**src/rtl/mips_pkg.sv**
```systemverilog
// Shared definitions for the serial program loader that feeds the MIPS core's IMEM.
package mips_pkg;

  typedef enum logic [2:0] {
    S_LEN_HI = 3'd0,
    S_LEN_LO = 3'd1,
    S_DATA   = 3'd2,
    S_CSUM   = 3'd3,
    S_RUN    = 3'd4,
    S_ERR    = 3'd5
  } loader_state_t;

  // Frame layout: 2 length bytes, N*4 data bytes, 1 checksum byte.
  localparam int HDR_LEN        = 2;
  localparam int CSUM_LEN       = 1;
  localparam int BYTES_PER_WORD = 4;

endpackage

```
**src/rtl/boot_loader_if.sv**
```systemverilog
// Host byte link and IMEM write port of the boot loader.
interface boot_loader_if;
  // Handshake: a byte moves on every rising clk where rx_valid && rx_ready are both 1;
  // the host holds rx_data stable while rx_valid is high and not yet accepted.
  // imem_we is a single-cycle strobe qualifying imem_addr/imem_wdata, with no back-pressure.
  logic [7:0]  rx_data;
  logic        rx_valid;
  logic        rx_ready;
  logic        imem_we;
  logic [31:0] imem_addr;
  logic [31:0] imem_wdata;

  modport master (
    output rx_data, rx_valid,
    input  rx_ready, imem_we, imem_addr, imem_wdata
  );

  modport slave (
    input  rx_data, rx_valid,
    output rx_ready, imem_we, imem_addr, imem_wdata
  );
endinterface

```
**src/rtl/word_assembler.sv**
```systemverilog
// Packs four big-endian bytes into a 32-bit word; word_valid fires with the 4th byte.
module word_assembler
  import mips_pkg::*;
(
  input  logic        clk,
  input  logic        rst,
  input  logic        byte_en,
  input  logic [7:0]  byte_in,
  output logic        word_valid,
  output logic [31:0] word
);

  localparam logic [1:0] LAST_BYTE = 2'(BYTES_PER_WORD - 1);

  logic [1:0]  byte_cnt;
  // Only the first three bytes need storage; the 4th is taken straight from byte_in.
  logic [23:0] shift;

  always_ff @(posedge clk) begin
    if (rst) begin
      byte_cnt <= 2'd0;
      shift    <= 24'd0;
    end else if (byte_en) begin
      byte_cnt <= byte_cnt + 2'd1;
      shift    <= {shift[15:0], byte_in};
    end
  end

  assign word_valid = byte_en && (byte_cnt == LAST_BYTE);
  assign word       = {shift, byte_in};

endmodule

```
**src/rtl/boot_loader.sv**
```systemverilog
// Frame parser that writes a checksummed program image into IMEM and then releases the core.
module boot_loader
  import mips_pkg::*;
#(
  parameter int          MAX_WORDS = 256,
  parameter logic [31:0] BASE_ADDR = 32'h0000_0000
) (
  input  logic          clk,
  input  logic          rst,
  boot_loader_if.slave  bus,
  output logic          core_nrst,
  output logic          done,
  output logic          error,
  output loader_state_t state_dbg
);

  localparam logic [16:0] MAX_N = 17'(MAX_WORDS);

  loader_state_t state, state_next;
  logic [15:0]   len;
  logic [15:0]   word_cnt;
  logic [7:0]    sum;
  logic [15:0]   len_rx;
  logic          xfer;
  logic          byte_en;
  logic          word_valid;
  logic [31:0]   word;

  assign xfer      = bus.rx_valid && bus.rx_ready;
  assign byte_en   = xfer && (state == S_DATA);
  assign len_rx    = {len[15:8], bus.rx_data};
  assign state_dbg = state;

  word_assembler u_asm (
    .clk        (clk),
    .rst        (rst),
    .byte_en    (byte_en),
    .byte_in    (bus.rx_data),
    .word_valid (word_valid),
    .word       (word)
  );

  always_comb begin
    state_next = state;
    case (state)
      S_LEN_HI: if (xfer) state_next = S_LEN_LO;
      S_LEN_LO: begin
        if (xfer) begin
          if (len_rx == 16'd0 || {1'b0, len_rx} > MAX_N) state_next = S_ERR;
          else                                           state_next = S_DATA;
        end
      end
      S_DATA:   if (word_valid && word_cnt == len - 16'd1) state_next = S_CSUM;
      S_CSUM: begin
        if (xfer) begin
          if (bus.rx_data == sum) state_next = S_RUN;
          else                    state_next = S_ERR;
        end
      end
      default:  state_next = state;
    endcase
  end

  always_ff @(posedge clk) begin
    if (rst) begin
      state          <= S_LEN_HI;
      len            <= 16'd0;
      word_cnt       <= 16'd0;
      sum            <= 8'd0;
      bus.rx_ready   <= 1'b0;
      bus.imem_we    <= 1'b0;
      bus.imem_addr  <= BASE_ADDR;
      bus.imem_wdata <= 32'd0;
      core_nrst      <= 1'b0;
      done           <= 1'b0;
      error          <= 1'b0;
    end else begin
      state <= state_next;
      if (xfer && state == S_LEN_HI) len[15:8] <= bus.rx_data;
      if (xfer && state == S_LEN_LO) len[7:0]  <= bus.rx_data;
      // The checksum byte itself is not part of the sum it is compared against.
      if (xfer && state != S_CSUM) sum <= sum + bus.rx_data;

      bus.imem_we <= word_valid;
      if (word_valid) begin
        bus.imem_addr  <= BASE_ADDR + {14'd0, word_cnt, 2'b00};
        bus.imem_wdata <= word;
        word_cnt       <= word_cnt + 16'd1;
      end

      bus.rx_ready <= (state_next == S_LEN_HI) || (state_next == S_LEN_LO) ||
                      (state_next == S_DATA)   || (state_next == S_CSUM);
      core_nrst    <= (state_next == S_RUN);
      done         <= (state_next == S_RUN);
      error        <= (state_next == S_ERR);
    end
  end

endmodule

```
**src/flat_wrapper.sv**
```systemverilog
// flat-port wrapper written by rule: the top's interface ports become plain ports
module boot_loader_flat import mips_pkg::*;
#(
  parameter int          MAX_WORDS = 256,
  parameter logic [31:0] BASE_ADDR = 32'h0000_0000
)
  (clk, rst, core_nrst, done, error, state_dbg, bus_rx_data, bus_rx_valid, bus_rx_ready, bus_imem_we, bus_imem_addr, bus_imem_wdata);
  boot_loader_if bus_i ();
  input  logic clk;
  input  logic rst;
  output logic core_nrst;
  output logic done;
  output logic error;
  output loader_state_t state_dbg;
  input wire logic [$bits(bus_i.rx_data)-1:0] bus_rx_data;
  input wire logic [$bits(bus_i.rx_valid)-1:0] bus_rx_valid;
  output wire logic [$bits(bus_i.rx_ready)-1:0] bus_rx_ready;
  output wire logic [$bits(bus_i.imem_we)-1:0] bus_imem_we;
  output wire logic [$bits(bus_i.imem_addr)-1:0] bus_imem_addr;
  output wire logic [$bits(bus_i.imem_wdata)-1:0] bus_imem_wdata;
  assign bus_i.rx_data = bus_rx_data;
  assign bus_i.rx_valid = bus_rx_valid;
  assign bus_rx_ready = bus_i.rx_ready;
  assign bus_imem_we = bus_i.imem_we;
  assign bus_imem_addr = bus_i.imem_addr;
  assign bus_imem_wdata = bus_i.imem_wdata;
  boot_loader #(.MAX_WORDS(MAX_WORDS), .BASE_ADDR(BASE_ADDR)) u_core (.clk(clk), .rst(rst), .bus(bus_i), .core_nrst(core_nrst), .done(done), .error(error), .state_dbg(state_dbg));
endmodule
```
**config.mk**
```make
export PLATFORM = sky130hd
export DESIGN_NAME = boot_loader_flat
export DESIGN_NICKNAME = d
export VERILOG_FILES = /design/src/rtl/mips_pkg.sv /design/src/rtl/boot_loader_if.sv /design/src/rtl/word_assembler.sv /design/src/rtl/boot_loader.sv /design/src/flat_wrapper.sv
export SDC_FILE = /design/constraint.sdc
export NUM_CORES = 1
export LEC_CHECK = 0
export CAP_MARGIN = 5
export CORE_MARGIN = 3
export CORE_UTILIZATION = 49
export DETAILED_ROUTE_END_ITERATION = 10
export PLACE_DENSITY = 0.77
export SETUP_SLACK_MARGIN = 0.5
export SLEW_MARGIN = 5
export SYNTH_ARGS = -nofsm -noshare
export SYNTH_HDL_FRONTEND = slang
export SYNTH_HIERARCHICAL = 1
export SYNTH_SLANG_ARGS = --single-unit
```
**constraint.sdc**
```tcl
create_clock -name clk -period 2.21 [get_ports clk]
set_input_delay 0.442 -clock clk [delete_from_list [all_inputs] [get_ports clk]]
set_output_delay 0.442 -clock clk [all_outputs]
set_load 0.02 [all_outputs]
```
==> metrics.md, run 1 <==
| Metric | Value |
|---|---|
| Status | complete, no violations |
| Cell Rows | 37 |
| Final setup viols | 0 |
| Post-synth EDFFs | 0 |
| Remaining Overflow, GRT | 0 |
| Main synth FF type | dfxtp_1 |
| Slowest-stage cell, CP | or4_4 |
| Share of layout cells above drive strength 1 | 24.36% |
| CP required | 2.63 ns |
| Root Driver | clkbuf_8 |
| Top delay family on crit path | simple AND/OR/NAND/NOR gates |
| Unrepaired setup endpoints after global routing | yes |
| Peak Freq | 0.4795 GHz |
| # placed instances | 784 |
| First-pass GRT wire length | 21.43 mm |
| Maximum vdd drop | 0.6170 mV |
| Leakage power | 3.142 nW |
| Worst path arrival time | 2.51 ns |
| DRC viols | 0 |
| Max stage delay on crit path | 0.46 ns |
| Slew Viols, Final | 0 |
| Final setup TNS | 0 ns |
| Internal power | 0.004484 W |
| WP buf/inv | 0 |
| Final Cycle Share | 94.37% |
| CP max FO | 4 |
| Num ports | 83 |
| CTS Buffer Depth | 2 |
| Post-DP HPWL | 8.591 mm |
| Register bit count reported by yosys | 121 |
| Pre-CTS setup slack | -0.5023 ns |
| Commonest non-fill, non-tap cell in the layout | nor2_1 |
| WHS | 0.2916 ns |
| Max-Cap Viols | 0 |
| Finished Core Util | 71.80% |
| DRT Wirelength | 13.71 mm |
| ANT nets after route | 0 |
| Placeable Area | 0.01060 mm^2 |
| Ant diodes | 0 |
| Port buffer count | 66 |
| Power per Cell Area | 774.8 mW/mm^2 |
| CP endpoint kind | flop |
| Warnings from Yosys | 6 |
| Via count | 4420 |
| CP Cell Sequence | or3_4, or4_4, or4_4, o21ai_4, and3b_1 |
| Cells after Synth | 576 |
| Fill count | 763 |
| Time the worst path needs with I/O delays and setup | 2.086 ns |
| Initial Utilization | 51.60% |
| Die area | 0.01247 mm^2 |
| Commonest cells after routing, fill and taps aside | nor2_1, dfxtp_1, mux2i_1, dlygate4sd2_1, buf_4 |
| First-iteration detailed-routing DRC count | 267 |
| Die H | 111.7 um |
| CTS H-Tree Depth | 4 |
| First drt pass iteration count | 4 |
| Post-synth cell types | 54 |
| Nets | 715 |
| Sequential power share | 38.3% |
| Final std cells w/o fill | 842 |
| Footprint of the multi-input gates | 0.003039 mm^2 |
| Cell mode on critical path | or4_4 |
| Switching share of power | 23.97% |
| Reg clk slew, reported paths | 0.06 ns |
| Asr flop ratio synth | 0% |
| Storage element area | 0.002442 mm^2 |
| Die span in x | 111.7 um |
| Hold Fails Final Rpt | 0 |
| Clk_skew | 0.01439 ns |
| Crit path kind | reg -> reg |
| CTS tree | built |
| Clock Power Share | 49.7% |
| Sequential cell area fraction in the yosys report | 44.28% |
| Largest net degree at the start of global routing | 60 |
| Initial antenna violation count | 0 |
| Via/cell ratio | 5.249 |
| Worst-skew pair later-pin latency | 0.53 ns |
| Placer congestion estimate | 0.9374 |
| Number of global-route vias before repair | 4351 |
| Routed len/inst | 16.28 um |
| Switching power | 0.001414 W |
| Synth-to-layout area growth | 39.16% |
| Logic pwr share | 12.0% |
| Setup slack after layout | 0.1244 ns |
| Setup crit start kind | flop |
| Clk sinks | 121 |
| Global Route Usage Sum | 21.28% |
| CTS Buf Count | 17 |
| Syn Area/Cell | 9.497 um^2 |
| Cell Area, Synth | 0.005470 mm^2 |
| Worst hold path class | in -> reg |
-- worst register-to-register path: cells and delay by family, from the launching register on --
kind / cells / cell delay [ns]
AO/OA/AOI/OAI: 1 / 0.16
flip-flops: 1 / 0.32
AND/OR/NAND/NOR: 4 / 1.48
-- cell families after synthesis --
| logic type | after synthesis | share of synthesized area (%) |
|---|---|---|
| XOR/XNOR | 44 | 7.045 |
| buffers and inverters | 65 | 7.274 |
| adder cells (fa/ha/maj) | 11 | 2.653 |
| AO/OA/AOI/OAI | 35 | 4.552 |
| multiplexers | 90 | 16.47 |
| AND/OR/NAND/NOR | 209 | 17.66 |
| other | 1 | 0.06855 |
| flip-flops | 121 | 44.28 |
-- per-layer routing --
| metal | vias up | share of wire [%] | GRT usage [%] |
|---|---|---|---|
| met3 | 31 | 6.6 | 7.283 |
| met1 | 2098 | 42 | 25.15 |
| met2 | 136 | 49 | 35.21 |
| li1 | 2155 | - | - |
| met4 | 0 | 2.2 | 9.084 |
| met5 | - | 0 | 0 |
-- synth_stat cells (4+ instances only) --
library cell | count | area [um^2]
buf_2 | 4 | 20.02
nand4_1 | 5 | 31.28
nor4_1 | 8 | 50.05
nand2_1 | 17 | 63.81
inv_1 | 10 | 37.54
nand3_1 | 9 | 45.04
or3_1 | 7 | 43.79
xnor2_1 | 27 | 236.5
or4_1 | 4 | 30.03
xor2_1 | 17 | 148.9
clkbuf_1 | 19 | 71.32
ha_1 | 10 | 125.1
mux2i_1 | 90 | 900.9
buf_4 | 25 | 187.7
dfxtp_1 | 121 | 2422
a21oi_1 | 11 | 55.05
nor2b_1 | 4 | 25.02
nor2_1 | 125 | 469.2
nor3_1 | 9 | 45.04
and3_1 | 5 | 31.28
-- through the flow --
step	area (um^2)	total power (W)
after floorplan	5757	0.002738
after global placement	6529	0.002878
after detailed placement	6529	0.002894
after CTS	7287	0.005864
after global routing	7612	0.006106
final	7612	0.005898
-- worst paths after layout --
| path | start | end | slack [ns] | cells past startpoint |
|---|---|---|---|---|
| setup / recovery | u_core/len[9] | u_core/error | 0.12 | 5 |
| hold / removal | rst | u_core/word_cnt[9] | 0.29 | 2 |
| setup reg to reg | u_core/len[9] | u_core/error | 0.12 | 5 |
| hold reg to reg | u_core/bus.imem_wdata[16] | u_core/bus.imem_wdata[16] | 0.49 | 2 |
-- layout make-up --
type,instances,area share [%]
Multi-Input combinational cell,405,39.92
Sequential cell,121,32.08
Timing Repair Buffer,138,16.98
Clock buffer,22,6.082
Tap cell,136,2.235
Clock inverter,10,2.137
Inverter,10,0.5588
-- flip-flops by register name, summed over array words and instances, names as in the netlist, 2 cells and up --
| register | count |
|---|---|
| u_core/len | 16 |
| u_core/bus.imem_addr | 16 |
| u_core/word_cnt | 16 |
| u_core/u_asm/shift | 24 |
| u_core/u_asm/byte_cnt | 2 |
| u_core/state_dbg | 3 |
| u_core/sum | 8 |
| u_core/bus.imem_wdata | 32 |
-- what timing repair did --
item	in CTS	in global routing
gates cloned	0	5
setup buffers	12	9
hold buffers	0	0
pin swaps	16	18
gates resized for setup	93	46
setup endpoints to repair	128	102
-- power groups by stage --
stage | sequential, W | combinational, W | clock (W)
floorplan | 0.00230 | 0.000434 | 0
global placement | 0.00230 | 0.000579 | 0
detailed placement | 0.00230 | 0.000592 | 0
CTS | 0.00226 | 0.000649 | 0.00296
global route | 0.00226 | 0.000767 | 0.00308
finish | 0.00226 | 0.000709 | 0.00293
(Power assumes the default switching activity.)
==> run 2, diff against run 1 <==
--- a/config.mk
+++ b/config.mk
@@ -7,11 +7,11 @@
 export LEC_CHECK = 0
 export CAP_MARGIN = 5
 export CORE_MARGIN = 3
-export CORE_UTILIZATION = 49
+export CORE_UTILIZATION = 54
 export DETAILED_ROUTE_END_ITERATION = 10
-export PLACE_DENSITY = 0.77
+export PLACE_DENSITY = 0.81
 export SETUP_SLACK_MARGIN = 0.5
-export SLEW_MARGIN = 5
+export SLEW_MARGIN = 20
 export SYNTH_ARGS = -nofsm -noshare
 export SYNTH_HDL_FRONTEND = slang
 export SYNTH_HIERARCHICAL = 1
==> constraint.sdc (replaced) <==
create_clock -name clk -period 2.16 [get_ports clk]
set_input_delay 0.432 -clock clk [delete_from_list [all_inputs] [get_ports clk]]
set_output_delay 0.432 -clock clk [all_outputs]
set_load 0.005 [all_outputs]
==> metrics.md, run 2 (synthesis results as in run 1) <==
| Metric | Value |
|---|---|
| CTS Buffer Depth | 2 |
| Max stage delay on crit path | 0.52 ns |
| Remaining Overflow, GRT | 0 |
| Peak Freq | 0.4656 GHz |
| Global Route Usage Sum | 25.47% |
| Initial Utilization | 55.71% |
| Largest register FFs | 32 |
| Final setup TNS | 0 ns |
| Reg with most FFs | u_core/bus.imem_wdata |
| Time the worst path needs with I/O delays and setup | 2.148 ns |
| DRC viols | 0 |
| Crit path kind | reg -> out |
| Die span in x | 106.7 um |
| First-iteration detailed-routing DRC count | 319 |
| Via count | 4853 |
| Final std cells w/o fill | 862 |
| Setup slack after layout | 0.01214 ns |
| Share of layout cells above drive strength 1 | 28.94% |
| Ant diodes | 0 |
| Reg clk slew, reported paths | 0.07 ns |
| Commonest cells after routing, fill and taps aside | nor2_1, dfxtp_1, mux2i_1, buf_4, dlygate4sd2_1 |
| Worst-skew pair later-pin latency | 0.53 ns |
| Via/cell ratio | 5.630 |
| Rel. slew slack | 63.40% |
| CP required | 1.73 ns |
| Max-Cap Viols | 0 |
| Routed len/inst | 19.25 um |
| Initial antenna violation count | 0 |
| DRT Wirelength | 16.59 mm |
| Number of global-route vias before repair | 4652 |
| Cell Rows | 36 |
| CP max FO | 8 |
| CTS H-Tree Depth | 4 |
| Clk_skew | 0.008371 ns |
| WHS | 0.1247 ns |
| # placed instances | 783 |
| Nets | 738 |
| Leakage power | 3.313 nW |
| Clk sinks | 121 |
| Slowest-stage cell, CP | clkdlybuf4s50_1 |
| Setup crit start kind | flop |
| ANT nets after route | 0 |
| Post-DP HPWL | 8.646 mm |
| Pre-CTS setup slack | -0.4700 ns |
| CP endpoint kind | output pin |
| Commonest non-fill, non-tap cell in the layout | nor2_1 |
| Status | complete, no violations |
| Worst path arrival time | 1.72 ns |
| Num ports | 83 |
| First-pass GRT wire length | 23.06 mm |
| Power per Cell Area | 751.0 mW/mm^2 |
| Root Driver | clkbuf_8 |
| CTS tree | built |
| Worst-margin pin slew | 0.5489 ns |
| CTS Buf Count | 17 |
| Placeable Area | 0.009819 mm^2 |
| Worst R2R Setup Slack | 0.01 ns |
| Hold Fails Final Rpt | 0 |
| Synth-to-layout area growth | 44.01% |
| Die H | 106.7 um |
| Final Cycle Share | 99.44% |
| Maximum vdd drop | 0.5804 mV |
| Slew Viols, Final | 0 |
| WP buf/inv | 2 |
| Worst hold path class | in -> reg |
| Unrepaired setup endpoints after global routing | yes |
| Die area | 0.01137 mm^2 |
| Top delay family on crit path | buffers and inverters |
| Placer congestion estimate | 0.9463 |
| First drt pass iteration count | 5 |
| Total power draw | 0.005916 W |
| CP Cell Sequence | buf_4, clkdlybuf4s50_1 |
| Port buffer count | 66 |
| Regs by FF count | u_core/bus.imem_wdata x32, u_core/u_asm/shift x24 |
| Final setup viols | 0 |
| Fill count | 598 |
| Largest net degree at the start of global routing | 53 |
-- run 2: path summary, 6_finish.rpt --
check / startpoint / end / cells past startpoint
hold reg to reg: u_core/bus.imem_addr[16] / u_core/bus.imem_addr[16] / 2
setup reg to reg: u_core/len[3] / u_core/state_dbg[0] / 7
setup / recovery: u_core/state_dbg[0] / state_dbg[0] / 2
hold / removal: rst / u_core/bus.rx_ready / 2
-- run 2: area by class of cell --
cell class	count	area, um^2	area share, %
Timing Repair Buffer	161	1504	19.09
Clock buffer	17	414.1	5.257
Inverter	10	37.54	0.4765
Multi-Input combinational cell	405	3144	39.91
Tap cell	133	166.4	2.112
Sequential cell	121	2440	30.97
Clock inverter	15	171.4	2.176
-- run 2: layer usage --
layer | wire length [um] | share of wire, % | GRT usage, %
met5 | 0 | 0 | 0
met4 | 733 | 4.4 | 12.05
met3 | 1095 | 6.6 | 6.863
met2 | 8376 | 50 | 43.26
met1 | 6386 | 38 | 29.85
-- run 2: timing repair --
action / CTS / global route
hold buffers: 0 / 0
setup buffers: 18 / 24
pin swaps: 24 / 16
resized for setup: 123 / 43
endpoints found under the setup margin: 157 / 106
gates cloned: 2 / 3
-- run 2: metrics by stage --
stage / instance area (um^2) / utilization (%)
after floorplan: 5715 / -
after global placement: 6513 / 66.32
after detailed placement: 6513 / 66.32
after CTS: 7452 / 75.89
after global routing: 7878 / 80.22
final: 7878 / 80.22
-- run 2: where the power goes --
part / internal [W] / switching (W)
registers: 0.00227 / 0.0000441
clock network: 0.00151 / 0.00129
logic: 0.000384 / 0.000418
total: 0.00416 / 0.00176
